### config.mk
export PLATFORM = sky130hd
export DESIGN_NAME = if_fetch_unit_flat
export DESIGN_NICKNAME = d
export VERILOG_FILES = /design/src/rtl/if_fetch_unit_pkg.sv /design/src/rtl/if_fetch_unit_if.sv /design/src/rtl/if_pc_gen.sv /design/src/rtl/if_fetch_unit.sv /design/src/flat_wrapper.sv
export SDC_FILE = /design/constraint.sdc
export NUM_CORES = 1
export LEC_CHECK = 0
export CORE_ASPECT_RATIO = 2
export CORE_MARGIN = 3
export CORE_UTILIZATION = 50
export DETAILED_ROUTE_END_ITERATION = 10
export PLACE_DENSITY_LB_ADDON = 0.12
export SYNTH_ARGS = -nofsm -noshare
export SYNTH_HDL_FRONTEND = slang
export SYNTH_HIERARCHICAL = 1
export SYNTH_SLANG_ARGS = --single-unit
### constraint.sdc
create_clock -name clk -period 4.14 [get_ports clk]
set_clock_uncertainty 0.1 [all_clocks]
set_input_delay 1.242 -clock clk [delete_from_list [all_inputs] [get_ports clk]]
set_output_delay 1.242 -clock clk [all_outputs]
set_load 0.02 [all_outputs]
### src/rtl/if_fetch_unit_pkg.sv
// Shared definitions for the instruction-fetch stage: opcode constants, reset defaults
// and the fetch-state encoding.
package if_fetch_unit_pkg;

  localparam logic [31:0] NOP_INSTR        = 32'h0000_0000;
  localparam logic [31:0] RESET_PC_DEFAULT = 32'h0000_0000;
  localparam int unsigned PC_STEP_DEFAULT  = 4;

  // RV32I major opcodes, shared with decode.
  localparam logic [6:0] OP_LUI    = 7'b0110111;
  localparam logic [6:0] OP_AUIPC  = 7'b0010111;
  localparam logic [6:0] OP_JAL    = 7'b1101111;
  localparam logic [6:0] OP_JALR   = 7'b1100111;
  localparam logic [6:0] OP_BRANCH = 7'b1100011;
  localparam logic [6:0] OP_LOAD   = 7'b0000011;
  localparam logic [6:0] OP_STORE  = 7'b0100011;
  localparam logic [6:0] OP_IMM    = 7'b0010011;
  localparam logic [6:0] OP_REG    = 7'b0110011;

  // REQ: issue read; WAIT: read outstanding; FULL: instruction held;
  // DRAIN: a flushed read is still owed and must be swallowed.
  typedef enum logic [1:0] {
    StReq   = 2'd0,
    StWait  = 2'd1,
    StFull  = 2'd2,
    StDrain = 2'd3
  } fetch_state_e;

endpackage

### src/rtl/if_fetch_unit_if.sv
// Bundle of the fetch stage's memory, decode and execute-redirect signals.
// master = the fetch unit, slave = its environment (memory, decode, execute).
interface if_fetch_unit_if;

  logic        imem_req;
  logic [31:0] imem_addr;
  logic        imem_rvalid;
  logic [31:0] imem_rdata;

  logic        EX_kick_up;
  logic        EX_flush;
  logic [31:0] EX_branch_target;

  logic [31:0] instruction;
  logic [31:0] IF_pc;
  logic        IF_ID_kick_up;

  modport master (
    output imem_req,
    output imem_addr,
    input  imem_rvalid,
    input  imem_rdata,
    input  EX_kick_up,
    input  EX_flush,
    input  EX_branch_target,
    output instruction,
    output IF_pc,
    output IF_ID_kick_up
  );

  modport slave (
    input  imem_req,
    input  imem_addr,
    output imem_rvalid,
    output imem_rdata,
    output EX_kick_up,
    output EX_flush,
    output EX_branch_target,
    input  instruction,
    input  IF_pc,
    input  IF_ID_kick_up
  );

endinterface

### src/rtl/if_pc_gen.sv
// Fetch PC register: sequential increment on a completed fetch, redirect on flush.
module if_pc_gen
  import if_fetch_unit_pkg::*;
#(
  parameter logic [31:0] RESET_PC = RESET_PC_DEFAULT,
  parameter int unsigned PC_STEP  = PC_STEP_DEFAULT
) (
  input  logic        clk,
  input  logic        reset,
  input  logic        advance_i,
  input  logic        flush_i,
  input  logic [31:0] target_i,
  output logic [31:0] pc_o
);

  logic [31:0] pc_q, pc_d;

  // Redirect wins over increment; arithmetic wraps modulo 2^32.
  always_comb begin
    pc_d = pc_q;
    if (flush_i) begin
      pc_d = target_i;
    end else if (advance_i) begin
      pc_d = pc_q + PC_STEP[31:0];
    end
  end

  // PC register with synchronous reset.
  always_ff @(posedge clk) begin
    if (reset) begin
      pc_q <= RESET_PC;
    end else begin
      pc_q <= pc_d;
    end
  end

  assign pc_o = pc_q;

endmodule

### src/rtl/if_fetch_unit.sv
// Instruction-fetch stage: one outstanding read, one held instruction, flush-driven redirect.
module if_fetch_unit
  import if_fetch_unit_pkg::*;
#(
  parameter logic [31:0] RESET_PC = RESET_PC_DEFAULT,
  parameter int unsigned PC_STEP  = PC_STEP_DEFAULT
) (
  input  logic             clk,
  input  logic             reset,
  if_fetch_unit_if.master  bus
);

  fetch_state_e state_q, state_d;
  logic [31:0]  instr_q, instr_d;
  logic [31:0]  if_pc_q, if_pc_d;
  logic         valid_q, valid_d;
  logic         kick_q, kick_d;
  logic         first_done_q, first_done_d;

  logic [31:0]  pc;
  logic         pc_advance;
  logic         consume;

  if_pc_gen #(
    .RESET_PC (RESET_PC),
    .PC_STEP  (PC_STEP)
  ) u_pc_gen (
    .clk       (clk),
    .reset     (reset),
    .advance_i (pc_advance),
    .flush_i   (bus.EX_flush),
    .target_i  (bus.EX_branch_target),
    .pc_o      (pc)
  );

  // The first hand-off is taken implicitly by decode; afterwards it must acknowledge.
  assign consume = first_done_q ? bus.EX_kick_up : kick_q;

  // Next-state and held-instruction update; flush overrides everything.
  always_comb begin
    state_d      = state_q;
    instr_d      = instr_q;
    if_pc_d      = if_pc_q;
    valid_d      = valid_q;
    kick_d       = 1'b0;
    first_done_d = first_done_q | kick_q;
    pc_advance   = 1'b0;

    if (bus.EX_flush) begin
      valid_d = 1'b0;
      instr_d = NOP_INSTR;
      if_pc_d = 32'h0;
      unique case (state_q)
        // A read still owed after flush must be drained before the redirected request.
        StWait, StDrain: state_d = bus.imem_rvalid ? StReq : StDrain;
        default:         state_d = StReq;
      endcase
    end else begin
      unique case (state_q)
        StReq: begin
          state_d = StWait;
        end
        StWait: begin
          if (bus.imem_rvalid) begin
            instr_d    = bus.imem_rdata;
            if_pc_d    = pc;
            valid_d    = 1'b1;
            kick_d     = 1'b1;
            pc_advance = 1'b1;
            state_d    = StFull;
          end
        end
        StFull: begin
          if (consume) begin
            valid_d = 1'b0;
            instr_d = NOP_INSTR;
            if_pc_d = 32'h0;
            state_d = StReq;
          end
        end
        StDrain: begin
          if (bus.imem_rvalid) begin
            state_d = StReq;
          end
        end
        default: state_d = StReq;
      endcase
    end
  end

  // State and output registers with synchronous reset.
  always_ff @(posedge clk) begin
    if (reset) begin
      state_q      <= StReq;
      instr_q      <= NOP_INSTR;
      if_pc_q      <= 32'h0;
      valid_q      <= 1'b0;
      kick_q       <= 1'b0;
      first_done_q <= 1'b0;
    end else begin
      state_q      <= state_d;
      instr_q      <= instr_d;
      if_pc_q      <= if_pc_d;
      valid_q      <= valid_d;
      kick_q       <= kick_d;
      first_done_q <= first_done_d;
    end
  end

  // Request is suppressed in a flush cycle so the stale PC never reaches memory.
  always_comb begin
    bus.imem_req      = (state_q == StReq) && !bus.EX_flush;
    bus.imem_addr     = pc;
    bus.instruction   = valid_q ? instr_q : NOP_INSTR;
    bus.IF_pc         = valid_q ? if_pc_q : 32'h0;
    bus.IF_ID_kick_up = kick_q;
  end

endmodule
### src/flat_wrapper.sv
// flat-port wrapper written by rule: the top's interface ports become plain ports
module if_fetch_unit_flat import if_fetch_unit_pkg::*;
#(
  parameter logic [31:0] RESET_PC = RESET_PC_DEFAULT,
  parameter int unsigned PC_STEP  = PC_STEP_DEFAULT
)
  (clk, reset, bus_imem_req, bus_imem_addr, bus_imem_rvalid, bus_imem_rdata, bus_EX_kick_up, bus_EX_flush, bus_EX_branch_target, bus_instruction, bus_IF_pc, bus_IF_ID_kick_up);
  if_fetch_unit_if bus_i ();
  input  logic clk;
  input  logic reset;
  output wire logic [$bits(bus_i.imem_req)-1:0] bus_imem_req;
  output wire logic [$bits(bus_i.imem_addr)-1:0] bus_imem_addr;
  input wire logic [$bits(bus_i.imem_rvalid)-1:0] bus_imem_rvalid;
  input wire logic [$bits(bus_i.imem_rdata)-1:0] bus_imem_rdata;
  input wire logic [$bits(bus_i.EX_kick_up)-1:0] bus_EX_kick_up;
  input wire logic [$bits(bus_i.EX_flush)-1:0] bus_EX_flush;
  input wire logic [$bits(bus_i.EX_branch_target)-1:0] bus_EX_branch_target;
  output wire logic [$bits(bus_i.instruction)-1:0] bus_instruction;
  output wire logic [$bits(bus_i.IF_pc)-1:0] bus_IF_pc;
  output wire logic [$bits(bus_i.IF_ID_kick_up)-1:0] bus_IF_ID_kick_up;
  assign bus_imem_req = bus_i.imem_req;
  assign bus_imem_addr = bus_i.imem_addr;
  assign bus_i.imem_rvalid = bus_imem_rvalid;
  assign bus_i.imem_rdata = bus_imem_rdata;
  assign bus_i.EX_kick_up = bus_EX_kick_up;
  assign bus_i.EX_flush = bus_EX_flush;
  assign bus_i.EX_branch_target = bus_EX_branch_target;
  assign bus_instruction = bus_i.instruction;
  assign bus_IF_pc = bus_i.IF_pc;
  assign bus_IF_ID_kick_up = bus_i.IF_ID_kick_up;
  if_fetch_unit #(.RESET_PC(RESET_PC), .PC_STEP(PC_STEP)) u_core (.clk(clk), .reset(reset), .bus(bus_i));
endmodule
==> metrics <==
status=completed; Post-Syn Instances=620; Post-synth ARST share=0%; largest net degree at the start of global routing=~130; Finish-stage setup viols=0; Crit. End Element=output port; worst skew pair latency=roughly 0.34 ns; Starting Density=51.2%; vias in the first global route=4,763; Worst Path Required=between 2 and 3 ns; CTS resizes=0; share of layout cells above drive strength 1=around 4.6%; num ports=approximately 170; DRT Wirelength=around 15,000 um; Residual DRC=0; Synth Cell Area=5000 sq um; Top FF cell, synth=dfxtp_1; sequential area share after synthesis=40.5%; Setup TNS=0 ns; filler cell count=831; postcts setup bufs=0; global route total overflow=0; power density over the cells=between 300 and 400 nW/um^2; Inserted Clock Buffers=9; synth top area cells=dfxtp_1 (40%), and2_1 (8.4%), o22ai_1 (8.0%); antenna violations before repair=0; die area=11,300 sq um; Die Wd=around 77 um; Multi-input gate area=between 2000 and 3000 sq um; final hold vios=0; Rel. slew slack=about 22%; Max Fclk=256 MHz; DP Area=around 6600 sq um; routability cong.=roughly 1; Antenna Cells=0; Tightest Pin Transition=~1.2 ns; router iterations before antenna repair=4; CTS tree=done; GRT Overall Usage=approximately a quarter; largest area contributor in the netlist=dfxtp_1; Yosys cell types=55; Placement Setup Slack=approximately 0.24 ns; Crit Path Category=in2out; syn_area_per_cell=about 8 sq um; Final min period=slightly below 4 ns; WL/cell=16.5 um; FF+latch area=2020 sq um; Arr. time, crit path=approximately 2.6 ns; Synth Register Bits=between 100 and 150; clock-pin slew on the worst setup and hold paths=0.06 ns; clock tree buffer depth=2; post-synth top area share=40.5%; Final HPWL DP=10,400 um; peak supply drop=about 250 uV; Sink Count=around 100; Site Rows=~50; CP startpoint kind=primary input; Via density=5.77; synth-to-layout area growth=38.5%; CP Max Fanout=2; ANT nets after route=0; Buffers on Ports=about 170; Yosys warning total=6; max_cap viols=0; Iteration-0 DRC Markers=278; hold buffer count at CTS=0; Root Buffer=clkbuf_16; H-tree Lvls=3; fin crit share=around 94%; vias=5,120; Syn Nets=690; EDFF count, synth=0; leakage power=2.33 nW; RSZ-0062 raised after global routing=false; nets@finish=a little over 800; first-pass GRT wire length=23,400 um; post-route cell area=between 6000 and 7000 sq um; core area=9760 sq um; Final Slew Violations=0; final setup margin=around 0.23 ns; worst hold-check path type=reg2reg; Die Y=between 100 and 150 um
[critical path, cell delays in order]
cell,delay (ns)
clkdlybuf4s50_1,0.44
nor3_1,0.22
clkdlybuf4s50_1,0.66
[power breakdown]
group / switching, W / internal, W
clock network: 0.000351 / 0.000465
registers: 0.0000515 / 0.00100
logic: 0.000134 / 0.000139
total: 0.000537 / 0.00161
[cells by family after synthesis]
family                   after synthesis  share of synthesized area, %
AO/OA/AOI/OAI                        114                          15.9
XOR/XNOR                               9                          1.58
adder cells (fa/ha/maj)                1                         0.250
buffers and inverters                 63                          6.46
flip-flops                           101                          40.5
multiplexers                           4                         0.801
AND/OR/NAND/NOR                      328                          34.6
[sequential cells by signal, indices dropped and copies added, names as in the netlist]
name,count
u_core/first_done_q,1
u_core/bus.IF_ID_kick_up,1
u_core/if_pc_q,32
u_core/instr_q,32
u_core/state_q,2
u_core/valid_q,1
u_core/u_pc_gen/pc_o,32
[stage by stage]
stage	total power, W	hold WS, ns	util [%]	cells
4_1_cts	0.00216	0.374	70.9	887
2_1_floorplan	0.00120	0.353	-	620
3_5_place_dp	0.00135	0.365	68.0	872
6_report	0.00214	0.372	70.9	887
5_1_grt	0.00221	0.389	70.9	887
3_3_place_gp	0.00134	0.359	68.0	872
[per-layer routing]
layer  track usage (%)  share of wire, %  vias up
met2              45.5                52      212
li1                  -                 -     2494
met4              14.0               4.4        0
met1              28.6                39     2366
met5                 0                 0        -
met3              3.41               4.7       48
[layout make-up]
cell class | count | area share [%]
multi-input combinational | 456 | 38.6
sequential | 101 | 29.2
timing repair buffer | 177 | 25.4
clock buffer | 11 | 3.36
tap | 132 | 2.39
clock inverter | 4 | 0.723
inverter | 6 | 0.325
[synthesized netlist by cell type (4+ instances only)]
master and number:
dfxtp_1 101, nand2_1 85, nand3_1 73, and2_1 67, o22ai_1 64, nor2_1 33, clkbuf_1 25, buf_2 18
nand4_1 17, nor4_1 10, a211oi_1 8, a21oi_1 7, buf_4 7, or3_1 7, xor2_1 7, inv_1 6
a311oi_1 5, and4_1 5, buf_6 5, mux2i_1 4, nand2b_1 4, nor3b_1 4, o21ai_0 4
[cell usage in the layout (no fill, tap or decap), drive strengths merged, types with 4 or more instances in the layout]
master	Yosys	routed
clkbuf	25	11
nand2b	4	4
a2111oi	5	5
clkdlybuf4s50	0	166
mux2i	4	4
inv	6	6
a211oi	8	8
dfxtp	101	101
o22ai	64	64
o21ai	4	4
nand3	73	73
nor3b	5	5
nand2	85	85
nor2	34	34
a21oi	7	7
nor4	10	10
or3	7	7
xor2	7	7
a311oi	5	5
buf	32	11
nor3	4	4
and4	5	5
nand4	18	18
and2	67	67
[path summary, 6_finish.rpt]
kind	to	slack [ns]	start	cells after the start
setup / recovery	bus_imem_req	0.23	bus_EX_flush	3
setup reg to reg	u_core/u_pc_gen/pc_o[22]$_SDFFE_PP0N_	1.76	u_core/u_pc_gen/pc_o[8]$_SDFFE_PP0N_	4
hold / removal	u_core/if_pc_q[20]$_SDFFE_PP0P_	0.37	u_core/if_pc_q[20]$_SDFFE_PP0P_	2
hold reg to reg	u_core/if_pc_q[20]$_SDFFE_PP0P_	0.37	u_core/if_pc_q[20]$_SDFFE_PP0P_	2
No activity file was read; power rests on OpenSTA's default activity.
